`config.mk`:
```
export PLATFORM = sky130hd
export DESIGN_NAME = simple_restoring_div_16by8_flat
export DESIGN_NICKNAME = d
export VERILOG_FILES = /design/src/rtl/simple_restoring_div_16by8_pkg.sv /design/src/rtl/simple_restoring_div_16by8_if.sv /design/src/rtl/simple_restoring_div_16by8_step.sv /design/src/rtl/simple_restoring_div_16by8.sv /design/src/flat_wrapper.sv
export SDC_FILE = /design/constraint.sdc
export NUM_CORES = 1
export LEC_CHECK = 0
export CAP_MARGIN = 10
export CORE_ASPECT_RATIO = 1.2
export CORE_UTILIZATION = 56
export CTS_BUF_LIST = sky130_fd_sc_hd__clkbuf_4
export DETAILED_ROUTE_END_ITERATION = 7
export GPL_TIMING_DRIVEN = 0
export PLACE_DENSITY = 0.87
export REMOVE_ABC_BUFFERS = 1
export SLEW_MARGIN = 30
export SYNTH_ARGS = -nofsm -noshare
export SYNTH_HDL_FRONTEND = slang
export SYNTH_SLANG_ARGS = --single-unit
```
`constraint.sdc`:
```
create_clock -name clk -period 2.9 [get_ports clk]
set_input_delay 0.58 -clock clk [delete_from_list [all_inputs] [get_ports clk]]
set_output_delay 0.58 -clock clk [all_outputs]
set_load 0.01 [all_outputs]
```
`src/rtl/simple_restoring_div_16by8_pkg.sv`:
```
// ---------------------------------------------------------------------------
// simple_restoring_div_16by8_pkg
// Shared definitions for the sequential restoring divider:
//   - DW_DEFAULT : default quotient/remainder/divisor width (dividend is 2*DW)
//   - S_IDLE/S_CALC/S_DONE : state encodings
//   - state_t    : FSM state type built from those encodings
// ---------------------------------------------------------------------------
package simple_restoring_div_16by8_pkg;

    localparam int DW_DEFAULT = 8;

    localparam logic [1:0] S_IDLE = 2'd0;
    localparam logic [1:0] S_CALC = 2'd1;
    localparam logic [1:0] S_DONE = 2'd2;

    typedef enum logic [1:0] {
        ST_IDLE = S_IDLE,
        ST_CALC = S_CALC,
        ST_DONE = S_DONE
    } state_t;

endpackage

```
`src/rtl/simple_restoring_div_16by8_if.sv`:
```
// ---------------------------------------------------------------------------
// simple_restoring_div_16by8_if
// Operand and result handshakes of the divider.
//   in_valid/in_ready   : operand handshake (dividend 2*DW, divisor DW)
//   out_valid/out_ready : result handshake (quotient, remainder, err_dz, err_ovf)
// master : operand producer / result consumer
// slave  : the divider
// ---------------------------------------------------------------------------
interface simple_restoring_div_16by8_if
    import simple_restoring_div_16by8_pkg::*;
#(
    parameter int DW = DW_DEFAULT
);
    logic            in_valid;
    logic            in_ready;
    logic [2*DW-1:0] dividend;
    logic [DW-1:0]   divisor;
    logic            out_valid;
    logic            out_ready;
    logic [DW-1:0]   quotient;
    logic [DW-1:0]   remainder;
    logic            err_dz;
    logic            err_ovf;

    modport master (
        output in_valid, dividend, divisor, out_ready,
        input  in_ready, out_valid, quotient, remainder, err_dz, err_ovf
    );

    modport slave (
        input  in_valid, dividend, divisor, out_ready,
        output in_ready, out_valid, quotient, remainder, err_dz, err_ovf
    );
endinterface

```
`src/rtl/simple_restoring_div_16by8_step.sv`:
```
// ---------------------------------------------------------------------------
// simple_div_step
// Combinational conditional-subtract cell of a radix-2 restoring divider.
//   i_r       : partial remainder (always < i_divisor on entry)
//   i_bit     : next dividend bit shifted in
//   i_divisor : divisor
//   o_r       : new partial remainder
//   o_qbit    : quotient bit produced by this step
// ---------------------------------------------------------------------------
module simple_div_step
    import simple_restoring_div_16by8_pkg::*;
#(
    parameter int DW = DW_DEFAULT
) (
    input  logic [DW-1:0] i_r,
    input  logic          i_bit,
    input  logic [DW-1:0] i_divisor,
    output logic [DW-1:0] o_r,
    output logic          o_qbit
);
    logic [DW:0] w_t;

    always_comb begin
        w_t    = {i_r, i_bit};
        o_qbit = (w_t >= {1'b0, i_divisor});
        // The true result is below the divisor, so it fits in DW bits and a
        // modulo-2^DW subtraction on the low bits yields it exactly.
        o_r    = o_qbit ? (w_t[DW-1:0] - i_divisor) : w_t[DW-1:0];
    end
endmodule

```
`src/rtl/simple_restoring_div_16by8.sv`:
```
// ---------------------------------------------------------------------------
// simple_restoring_div_16by8
// Sequential radix-2 restoring divider: 2*DW-bit unsigned dividend by DW-bit
// unsigned divisor, DW iteration cycles, DW-bit quotient and remainder.
// Divide-by-zero and quotient overflow are detected at accept time and
// answered immediately with quotient = all ones, remainder = 0.
//   clk    : clock, rising edge
//   rst    : synchronous active-high reset
//   io_bus : operand/result handshakes (slave side)
// ---------------------------------------------------------------------------
module simple_restoring_div_16by8
    import simple_restoring_div_16by8_pkg::*;
#(
    parameter int DW = DW_DEFAULT
) (
    input  logic                          clk,
    input  logic                          rst,
    simple_restoring_div_16by8_if.slave   io_bus
);
    localparam int            CNT_W    = (DW > 1) ? $clog2(DW) : 1;
    localparam logic [CNT_W-1:0] LAST_STEP = CNT_W'(DW - 1);
    localparam logic [DW-1:0] ALL_ONES = '1;

    state_t           r_state;
    logic             r_in_ready;
    logic             r_out_valid;
    logic [DW-1:0]    r_div;
    logic [DW-1:0]    r_rem;
    logic [DW-1:0]    r_quo;
    logic [CNT_W-1:0] r_cnt;
    logic             r_err_dz;
    logic             r_err_ovf;

    logic [DW-1:0]    w_rem_next;
    logic             w_qbit;
    logic [DW-1:0]    w_hi;
    logic [DW-1:0]    w_lo;

    assign w_hi = io_bus.dividend[2*DW-1:DW];
    assign w_lo = io_bus.dividend[DW-1:0];

    // The quotient register doubles as the shift register of pending
    // dividend bits: its MSB is the next bit fed to the step cell.
    simple_div_step #(.DW(DW)) u_step (
        .i_r       (r_rem),
        .i_bit     (r_quo[DW-1]),
        .i_divisor (r_div),
        .o_r       (w_rem_next),
        .o_qbit    (w_qbit)
    );

    always_ff @(posedge clk) begin
        if (rst) begin
            r_state     <= ST_IDLE;
            r_in_ready  <= 1'b0;
            r_out_valid <= 1'b0;
            r_div       <= '0;
            r_rem       <= '0;
            r_quo       <= '0;
            r_cnt       <= '0;
            r_err_dz    <= 1'b0;
            r_err_ovf   <= 1'b0;
        end else begin
            case (r_state)
                ST_IDLE: begin
                    r_in_ready <= 1'b1;
                    if (io_bus.in_valid && r_in_ready) begin
                        r_in_ready <= 1'b0;
                        r_div      <= io_bus.divisor;
                        r_rem      <= w_hi;
                        r_quo      <= w_lo;
                        r_cnt      <= '0;
                        r_err_dz   <= 1'b0;
                        r_err_ovf  <= 1'b0;
                        if (io_bus.divisor == '0) begin
                            r_err_dz    <= 1'b1;
                            r_quo       <= ALL_ONES;
                            r_rem       <= '0;
                            r_out_valid <= 1'b1;
                            r_state     <= ST_DONE;
                        end else if (w_hi >= io_bus.divisor) begin
                            r_err_ovf   <= 1'b1;
                            r_quo       <= ALL_ONES;
                            r_rem       <= '0;
                            r_out_valid <= 1'b1;
                            r_state     <= ST_DONE;
                        end else begin
                            r_state <= ST_CALC;
                        end
                    end
                end

                ST_CALC: begin
                    r_rem <= w_rem_next;
                    r_quo <= {r_quo[DW-2:0], w_qbit};
                    r_cnt <= r_cnt + 1'b1;
                    if (r_cnt == LAST_STEP) begin
                        r_out_valid <= 1'b1;
                        r_state     <= ST_DONE;
                    end
                end

                ST_DONE: begin
                    if (io_bus.out_ready) begin
                        r_out_valid <= 1'b0;
                        r_in_ready  <= 1'b1;
                        r_state     <= ST_IDLE;
                    end
                end

                default: begin
                    r_in_ready  <= 1'b0;
                    r_out_valid <= 1'b0;
                    r_state     <= ST_IDLE;
                end
            endcase
        end
    end

    assign io_bus.in_ready  = r_in_ready;
    assign io_bus.out_valid = r_out_valid;
    assign io_bus.quotient  = r_quo;
    assign io_bus.remainder = r_rem;
    assign io_bus.err_dz    = r_err_dz;
    assign io_bus.err_ovf   = r_err_ovf;
endmodule
```
`src/flat_wrapper.sv`:
```
// flat-port wrapper written by rule: the top's interface ports become plain ports
module simple_restoring_div_16by8_flat import simple_restoring_div_16by8_pkg::*;
#(
    parameter int DW = DW_DEFAULT
)
  (clk, rst, io_bus_in_valid, io_bus_dividend, io_bus_divisor, io_bus_out_ready, io_bus_in_ready, io_bus_out_valid, io_bus_quotient, io_bus_remainder, io_bus_err_dz, io_bus_err_ovf);
  simple_restoring_div_16by8_if #(.DW(DW)) io_bus_i ();
  input  logic clk;
  input  logic rst;
  input wire logic [$bits(io_bus_i.in_valid)-1:0] io_bus_in_valid;
  input wire logic [$bits(io_bus_i.dividend)-1:0] io_bus_dividend;
  input wire logic [$bits(io_bus_i.divisor)-1:0] io_bus_divisor;
  input wire logic [$bits(io_bus_i.out_ready)-1:0] io_bus_out_ready;
  output wire logic [$bits(io_bus_i.in_ready)-1:0] io_bus_in_ready;
  output wire logic [$bits(io_bus_i.out_valid)-1:0] io_bus_out_valid;
  output wire logic [$bits(io_bus_i.quotient)-1:0] io_bus_quotient;
  output wire logic [$bits(io_bus_i.remainder)-1:0] io_bus_remainder;
  output wire logic [$bits(io_bus_i.err_dz)-1:0] io_bus_err_dz;
  output wire logic [$bits(io_bus_i.err_ovf)-1:0] io_bus_err_ovf;
  assign io_bus_i.in_valid = io_bus_in_valid;
  assign io_bus_i.dividend = io_bus_dividend;
  assign io_bus_i.divisor = io_bus_divisor;
  assign io_bus_i.out_ready = io_bus_out_ready;
  assign io_bus_in_ready = io_bus_i.in_ready;
  assign io_bus_out_valid = io_bus_i.out_valid;
  assign io_bus_quotient = io_bus_i.quotient;
  assign io_bus_remainder = io_bus_i.remainder;
  assign io_bus_err_dz = io_bus_i.err_dz;
  assign io_bus_err_ovf = io_bus_i.err_ovf;
  simple_restoring_div_16by8 #(.DW(DW)) u_core (.clk(clk), .rst(rst), .io_bus(io_bus_i));
endmodule
```
# Yosys cells after proc, flatten, opt, wreduce, memory -nomap -nowiden
# Index checks and enable logic that the tools add are counted.
# totals
ff_bits,33
input_bits,28
wordCells,59
# op_classes
addsub,2
order_cmp,2
eq_ne,7
mux,29
bitwise,1
n_reduce_logical,9
# ops
op,count
8-bit two-way mux,7
8-bit case mux with 2 select lines,2
1-bit two-way mux,10
2-bit two-way mux,5
9-bit by 8-bit >= comparator with 1-bit output,1
8-bit >= comparator,1
8-bit logical NOT,1
8-bit subtractor,1
1-bit case mux with 3 select lines,2
2-bit case mux with 3 select lines,1
3-bit case mux with 2 select lines,1
2-bit AND reduction,3
"2-bit by 1-bit != test with 1-bit output, second input constant",2
4-bit AND reduction,1
"3-bit by 1-bit adder with 3-bit output, second input constant",1
"3-bit == test, second input constant",1
3-bit two-way mux,1
"3-bit by 1-bit != test with 1-bit output, second input constant",1
3-bit AND reduction,1
"2-bit by 1-bit == test with 1-bit output, second input constant",1
"2-bit == test, second input constant",1
2-bit logical NOT,1
"2-bit != test, second input constant",1
2-bit nonzero test,1
other kinds (2),2

# Depth between registers and ports, before layout
# Gate-level depths: netlist (run 1).
# depth
depth_word,5
ltp_mapped,9
ltp_nobuf,9

# Cells and area by module
# A second synthesis (run 1) with hierarchy kept.
# hier_totals
hier_cells,273
hier_area_um2,2190.9
# by_module_without_submodules
mod,n_inst,cells_per_inst,area_per_inst_um2,seq_area_each_um2
simple_restoring_div_16by8,1,208,1661.6,660.6
simple_div_step,1,65,529.3,0.0

# Worst setup path after synthesis (run 1)
# No wires, ideal clock.
# synth_path
path_type,input-to-reg
startpoint,input port io_bus_divisor[7]
endpoint,register u_core.r_quo[0] (netlist: u_core.io_bus.quotient[0])
setup_time_ps,132
arrival_time_ps,2018
setup_slack_ps,749
stages,9
path_buffers,1
path_cell_list,inv_1 > ha_1 > and3_1 > a221oi_1 > nand2_1 > a21o_1 > buf_2 > nor3_1 > nor4_1
# synth_via
elab_chain_cells,5
word_cells_on_any_way,6
classes_between,order compare: 1; mux: 4; reduce/logical: 1
# synth_rtl
element,line_no,source
from (decl),flat_wrapper.sv:12,input wire logic [$bits(io_bus_i.divisor)-1:0] io_bus_divisor;
8-bit >= comparator,simple_restoring_div_16by8.sv:81,end else if (w_hi >= io_bus.divisor) begin
8-bit two-way mux,simple_restoring_div_16by8.sv:81,
8-bit two-way mux (*),simple_restoring_div_16by8.sv:75,if (io_bus.divisor == '0) begin
8-bit two-way mux (*),simple_restoring_div_16by8.sv:67,if (io_bus.in_valid && r_in_ready) begin
8-bit case mux with 2 select lines (*),simple_restoring_div_16by8.sv:64,case (r_state)
to (signal assigned),simple_restoring_div_16by8.sv:71,r_quo <= w_lo;
to (signal assigned),simple_restoring_div_16by8.sv:95,"r_quo <= {r_quo[DW-2:0], w_qbit};"
to (decl),simple_restoring_div_16by8.sv:29,logic [DW-1:0] r_quo;
# Every way passes the cells marked *; elsewhere a longest branch is shown, timed or not. The select of a mux whose other input is x is not followed.
# A chain may end at the register's enable or synchronous reset.

# Final worst setup path (run 1)
# layout_path
startpoint,input port io_bus_divisor[7]
endpoint,register u_core.r_rem[7] (netlist: u_core.io_bus.remainder[7])
# layout_via
elab_chain_cells,5
word_cells_on_any_way,6
classes_between,order compare: 1; mux: 4; reduce/logical: 1
# layout_rtl
element,line_no,source
8-bit >= comparator,simple_restoring_div_16by8.sv:81,
8-bit two-way mux,simple_restoring_div_16by8.sv:81,
8-bit two-way mux (*),simple_restoring_div_16by8.sv:75,
8-bit two-way mux (*),simple_restoring_div_16by8.sv:67,
8-bit case mux with 2 select lines (*),simple_restoring_div_16by8.sv:64,
to (signal assigned),simple_restoring_div_16by8.sv:70,r_rem <= w_hi;
to (signal assigned),simple_restoring_div_16by8.sv:94,r_rem <= w_rem_next;
to (decl),simple_restoring_div_16by8.sv:28,logic [DW-1:0] r_rem;
# Marked as above.

==> results.md, run 1 <==
* DRT iter0 DRCs at 160
* Clock transition at path regs at 0.10 ns
* Max_cap viols at 0
* # setup viols final at 0
* Post-synth top area cell: dfxtp_1
* Final instance area at 2580 sq um
* Status: finished with violations
* Grt ovf at 0
* Largest net degree at the start of global routing at 30
* CP max stage delay at 0.52 ns
* I/O pins at 48
* WL final at 5110 um
* Worst-Margin Slew at 0.880 ns
* Synthesis-to-layout area growth at 25.6%
* Final min period at 2.67 ns
* Post-CTS sizing at 0
* Design Power at 1430 uW
* Relative slew slack at 41.2%
* Setup bufs post-CTS at 0
* Syn Inst Count at 261
* Nets at 350
* Placed cell count at 333
* Yosys cell types at 48
* Sequential area share after synthesis at 32.2%
* P_leak at 0.00101 uW
* Synthesized flop and latch total at 33
* Most frequent cells in the layout: clkdlybuf4s50_1 (46), dfxtp_1 (33), nand2_1 (31), a21oi_1 (24), o21ai_0 (22)
* Root buffer cell: clkbuf_4
* Vias in the first global route at 1951
* Placed inst area at 2520 sq um
* Worst setup path class: input pin to register
* PD cells at 553 nW/um^2
* ANT nets after route at 0
* Die width at 57.3 um
* Drt pass-1 iters at 6
* CP Capture Type: register
* Final Hold Violating Endpoints at 0
* DR WL/cell at 15.0 um
* Leading cell type in the layout, fill and taps excluded: clkdlybuf4s50_1
* CP Max Fanout at 14
* Final worst path period share at 92.2%
* Worst-Skew Late Latency at 0.33 ns
* Die area at 3910 sq um
* FFs w/ async S/R, synth at 0%
* Top post-synthesis cells by area: dfxtp_1 (32%), ha_1 (11%), a21oi_1 (5.9%)
* Post-synth top area share at 32.2%
* Vias at 2074
* H-tree depth at 2
* Share of cells above drive strength 1 at 5.26%
* CTS hold repair buffers at 0
* CTS buffer count at 5
* Sink Count at 33
* Req. time, crit path at 3.14 ns
* Post-DP HPWL at 3880 um
* Finished Layout Cells at 341
* Dominant synthesized flop cell: dfxtp_1
* Initial antenna violation count at 0
* Peak supply drop at 0.366 mV
* Worst hold margin at 0.458 ns
* Crit path DAT at 2.91 ns
* Port bufs at 47
* Cell area after synthesis at 2050 sq um
* Clock tree from TritonCTS: done
* CP max-delay cell: clkdlybuf4s50_1
* Post-synth EDFFs at 0
* Warnings, synthesis at 0
* Initial core utilization at 60.0%
* CP delay by family, top: compound AO/OA/AOI/OAI gates
* Diode count at 0
* Crit start category: input pin
* Clock Tree Buf Depth at 2
* Average size of a mapped cell at 7.87 sq um
* Failing checks: design-rule violations
* CP cell instances: clkdlybuf4s50_1 -> inv_1 -> ha_1 -> and3_1 -> a221oi_1 -> nand2_1 -> a21o_2 -> a21o_1 -> a211oi_1
* Slew Limit Fails at 0
* DRC viols at 2
* Clock skew at 0.00806 ns
* Cell Rows at 23
* RSZ-0062 raised after global routing: no
* Worst Path Buf+Inv at 2
* DIE HEIGHT at 68.3 um
* Fmax at 374 MHz
* Core area at 3420 sq um
* Routed vias/inst at 6.08
* Gpl congestion at 0.833
* GRT Util Overall at 28.1%
* First-pass GRT wire length at 8440 um
* Hold/Removal Path Class: register to register
## flip-flops by register name, summed over array words and instances (netlist names)
register and cells:
u_core.io_bus.quotient 8, u_core.io_bus.out_valid 1, u_core.r_div 8, u_core.r_cnt 3, u_core.io_bus.err_ovf 1, u_core.io_bus.remainder 8, u_core.r_state 2, u_core.io_bus.in_ready 1
u_core.io_bus.err_dz 1
## power breakdown
group | switching [uW] | leakage [uW] | internal (uW)
Sequential | 44.4 | 0.000269 | 496
Clock | 147 | 0.0000368 | 125
Combinational | 339 | 0.000699 | 275
Total | 531 | 0.00101 | 895
## synthesized netlist by cell type (2+ instances only)
master,count
nand3_1,3
a21boi_0,3
buf_2,4
ha_1,18
nand2_1,31
clkbuf_1,7
nand3b_1,2
nor3_1,3
o21a_1,2
a21oi_1,24
nor4_1,4
a311oi_1,2
a211o_1,2
o22ai_1,7
nand2b_1,4
a22oi_1,7
a221o_1,2
o21ai_0,22
and3_1,3
nor2b_1,4
nor2_1,17
inv_1,19
a21o_1,6
a31oi_1,3
dfxtp_1,33
a211oi_1,7
## final timing paths
| path | from | end | slack, ns | depth (start not counted) |
|---|---|---|---|---|
| min reg2reg | u_core.io_bus.err_ovf$_SDFFE_PP0P_ | u_core.io_bus.err_ovf$_SDFFE_PP0P_ | 0.46 | 2 |
| max reg2reg | u_core.io_bus.remainder[5]$_SDFFE_PP0P_ | u_core.io_bus.remainder[0]$_SDFFE_PP0P_ | 0.45 | 6 |
| min | u_core.io_bus.err_ovf$_SDFFE_PP0P_ | u_core.io_bus.err_ovf$_SDFFE_PP0P_ | 0.46 | 2 |
| max | io_bus_divisor[7] | u_core.io_bus.remainder[7]$_SDFFE_PP0P_ | 0.23 | 9 |
## worst reg2reg max path, delay by kind of cell (launching register included)
family / cells / cell delay (ns)
AOI/OAI and AO/OA: 4 / 1.30
adders and majority gates: 1 / 0.35
DFF: 1 / 0.36
and+or+nand+nor: 1 / 0.26
## metrics by stage
| step | setup slack [ns] | TNS [ns] | utilization, % |
|---|---|---|---|
| after floorplan | 0.716 | 0 | - |
| after global placement | -0.0357 | -0.0357 | 73.5 |
| after detailed placement | -0.174 | -0.702 | 73.7 |
| after CTS | 0.174 | 0 | 75.4 |
| after global routing | 0.0609 | 0 | 75.3 |
| final | 0.228 | 0 | 75.3 |
## logic make-up after synthesis
kind of cell             after synthesis  synth area share, %
AO/OA/AOI/OAI                         98                 30.8
buffers and inverters                 31                 6.09
multiplexers                           1                0.548
XOR/XNOR                               1                0.427
AND/OR/NAND/NOR                       78                 18.0
adder cells (fa/ha/maj)               19                 11.9
flip-flops                            33                 32.2
## final cells by class
class,instances,area (sq um)
fill,291,846
multi-input combinational,197,1270
clock buffer,8,60.1
timing repair buffer,47,465
sequential,33,661
tap,37,46.3
inverter,19,71.3
## metal layers
metal  wire (um)  global-route usage (%)  vias up  share of wire [%]
met3         290                    5.86        6                5.7
met5           0                       0        -                  0
li1            -                       -     1037                  -
met2        2650                    51.8       60                 52
met4          69                    13.4        0                1.3
met1        2100                    30.9      971                 41
Power figures use the tool's default switching activity.
==> inputs of run 2 (changes only) <==
--- a/config.mk
+++ b/config.mk
@@ -10,7 +10,6 @@
 export CORE_UTILIZATION = 56
 export CTS_BUF_LIST = sky130_fd_sc_hd__clkbuf_4
 export DETAILED_ROUTE_END_ITERATION = 7
-export GPL_TIMING_DRIVEN = 0
 export PLACE_DENSITY = 0.87
 export REMOVE_ABC_BUFFERS = 1
 export SLEW_MARGIN = 30
==> results.md, run 2 (same netlist as run 1, synthesis figures left out) <==
* Status: finished with violations
* Failing checks: design-rule violations
* Most frequent cells in the layout: clkdlybuf4s50_1 (47), dfxtp_1 (33), nand2_1 (31), a21oi_1 (24), o21ai_0 (22)
* Die area at 3910 sq um (unchanged)
* P_leak at 0.00104 uW (+3.9%)
* Hold/Removal Path Class: register to register
* I/O pins at 48 (unchanged)
* Post-CTS sizing at 0 (unchanged)
* Peak supply drop at 0.302 mV (-17%)
* Core area at 3420 sq um (unchanged)
* Worst setup path class: input pin to register
* Fillers at 270 (-7.2%)
* Max_cap viols at 0 (unchanged)
* Relative slew slack at 53.6% (+12 points)
* Worst-Margin Slew at 0.696 ns (-0.184 ns)
* Initial antenna violation count at 0 (unchanged)
* Die width at 57.3 um (unchanged)
* Routed vias/inst at 6.07 (-0.12%)
* Worst hold margin at 0.458 ns (-0.000379 ns)
* CP cell instances: clkdlybuf4s50_1 -> inv_1 -> ha_1 -> and3_1 -> a221oi_1 -> nand2_1 -> a21o_1 -> a21o_1 -> a211oi_1
* DRC viols at 2 (unchanged)
* Hold Path Cell Cnt at 2 (unchanged)
* Hold_sp: u_core.io_bus.err_ovf$_SDFFE_PP0P_
* Post-DP HPWL at 4070 um (+4.8%)
* First-pass GRT wire length at 8400 um (-0.49%)
* DR WL/cell at 15.0 um (-0.19%)
* Sink Count at 33 (unchanged)
* Hold path endpoint: u_core.io_bus.err_ovf$_SDFFE_PP0P_
* RR Endpoint: u_core.io_bus.remainder[1]$_SDFFE_PP0P_
* Vias in the first global route at 1898 (-2.7%)
* Cell Rows at 23 (unchanged)
* H-tree depth at 2 (unchanged)
* Synthesis-to-layout area growth at 28.0%
* Clock transition at path regs at 0.10 ns (about the same)
* CP delay by family, top: compound AO/OA/AOI/OAI gates
* Internal Pwr Total at 909 uW (+1.6%)
* Most frequent cell on the critical path: a21o_1
* Switching share of power at 37.4% (+0.18 points)
* Fmax at 380 MHz (+1.5%)
* Final min period at 2.63 ns (-0.0389 ns)
* Clock tree from TritonCTS: done
* DRT iter0 DRCs at 95 (-41%)
* Leading cell type in the layout, fill and taps excluded: clkdlybuf4s50_1
* Initial core utilization at 60.0% (unchanged)
* GRT Util Overall at 28.4% (+0.34 points)
* Req. time, crit path at 3.17 ns (+0.03 ns)
* # setup viols final at 0 (unchanged)
* CP max-delay cell: clkdlybuf4s50_1
* Cells on worst reg2reg path at 8 (+2)
* CTS buffer count at 5 (unchanged)
* Crit path DAT at 2.90 ns (about the same)
* Clock share of power at 18.9% (-0.2 points)
* Drt pass-1 iters at 7 (+1)
* RSZ-0062 raised after global routing: no
* WL final at 5210 um (+1.9%)
* DIE HEIGHT at 68.3 um (unchanged)
* Reg2Reg Launch Point: u_core.r_div[4]$_SDFFE_PP0P_
* CP Max Fanout at 14 (unchanged)
* Area of the multi-input gates at 1270 sq um (-0.59%)
* Slew Limit Fails at 0 (unchanged)
* Port bufs at 47 (unchanged)
* Final worst path period share at 90.8% (-1.3 points)
* Crit start category: input pin
* Flop pwr share at 37.3% (-0.6 points)
* Clock skew at 0.00976 ns (+0.00170 ns)
* CP max stage delay at 0.50 ns (-0.02 ns)
* Largest net degree at the start of global routing at 21 (-30%)
* Combinational power share at 43.8% (+0.7 points)
* Switching power of the nets at 543 uW (+2.3%)
* Setup bufs post-CTS at 0 (unchanged)
* Worst Path Buf+Inv at 2 (unchanged)
* Gpl congestion at 0.843 (+1.2%)
* ANT nets after route at 0 (unchanged)
* FF+latch area at 661 sq um (unchanged)
* Nets at 357 (+2.0%)
* Flop-to-flop setup slack at 0.70 ns (+0.25 ns)
* Clock Tree Buf Depth at 2 (unchanged)
* CP Capture Type: register
* Worst-Skew Late Latency at 0.34 ns (about the same)
* PD cells at 553 nW/um^2 (about the same)
* Final core utilization at 76.8% (+1.5 points)
* Grt ovf at 0 (unchanged)
* CTS hold repair buffers at 0 (unchanged)
* Root buffer cell: clkbuf_4
* Vias at 2114 (+1.9%)
* Setup_tns at 0 ns (unchanged)
* Final Hold Violating Endpoints at 0 (unchanged)
* Diode count at 0 (unchanged)
* Share of cells above drive strength 1 at 6.75% (+1.5 points)
-- run 2: area by class of cell --
| cell class | instances | area share (%) |
|---|---|---|
| Clock buffer | 8 | 2.28 |
| Inverter | 19 | 2.71 |
| Multi-Input combinational cell | 197 | 48.2 |
| Sequential cell | 33 | 25.1 |
| Tap cell | 37 | 1.76 |
| Timing Repair Buffer | 54 | 19.9 |
-- run 2: stage by stage --
| stage | setup slack [ns] | instances | area (sq um) | power [uW] |
|---|---|---|---|---|
| 2_1_floorplan | 0.716 | 249 | 2000 | 939 |
| 3_3_place_gp | 0.0537 | 340 | 2570 | 1160 |
| 3_5_place_dp | -0.0745 | 340 | 2570 | 1180 |
| 4_1_cts | 0.283 | 348 | 2630 | 1450 |
| 5_1_grt | 0.142 | 348 | 2630 | 1560 |
| 6_report | 0.266 | 348 | 2630 | 1450 |
-- run 2: worst min-delay path: stages, from the launching register on --
cell	delay [ns]
dfxtp_1	0.32
nand2_1	0.05
a21oi_1	0.05
-- run 2: worst max-delay path by stage --
stage                                 start  depth (start not counted)                                 endpoint
after CTS                 io_bus_divisor[5]                          9  u_core.io_bus.remainder[7]$_SDFFE_PP0P_
after detailed placement  io_bus_divisor[5]                          9  u_core.io_bus.remainder[7]$_SDFFE_PP0P_
after floorplan           io_bus_divisor[7]                          8  u_core.io_bus.remainder[7]$_SDFFE_PP0P_
after global placement    io_bus_divisor[5]                          9  u_core.io_bus.remainder[7]$_SDFFE_PP0P_
after global routing      io_bus_divisor[5]                          9  u_core.io_bus.remainder[7]$_SDFFE_PP0P_
final                     io_bus_divisor[5]                          9  u_core.io_bus.remainder[7]$_SDFFE_PP0P_
-- run 2: power by group through the flow --
stage               Sequential [uW]  Combinational (uW)  Clock [uW]
floorplan                       555                 384           0
global placement                551                 611           0
detailed placement              551                 625           0
CTS                             541                 629         281
global route                    548                 707         306
finish                          542                 637         274
-- run 2: metal layers --
metal	share of wire, %	GRT usage (%)	wire length (um)	vias to the layer above
met3	4.4	6.62	229	12
met5	0	0	0	-
met2	50	49.1	2590	56
met1	44	33.3	2270	995
li1	-	-	-	1051
met4	2.4	13.7	123	0
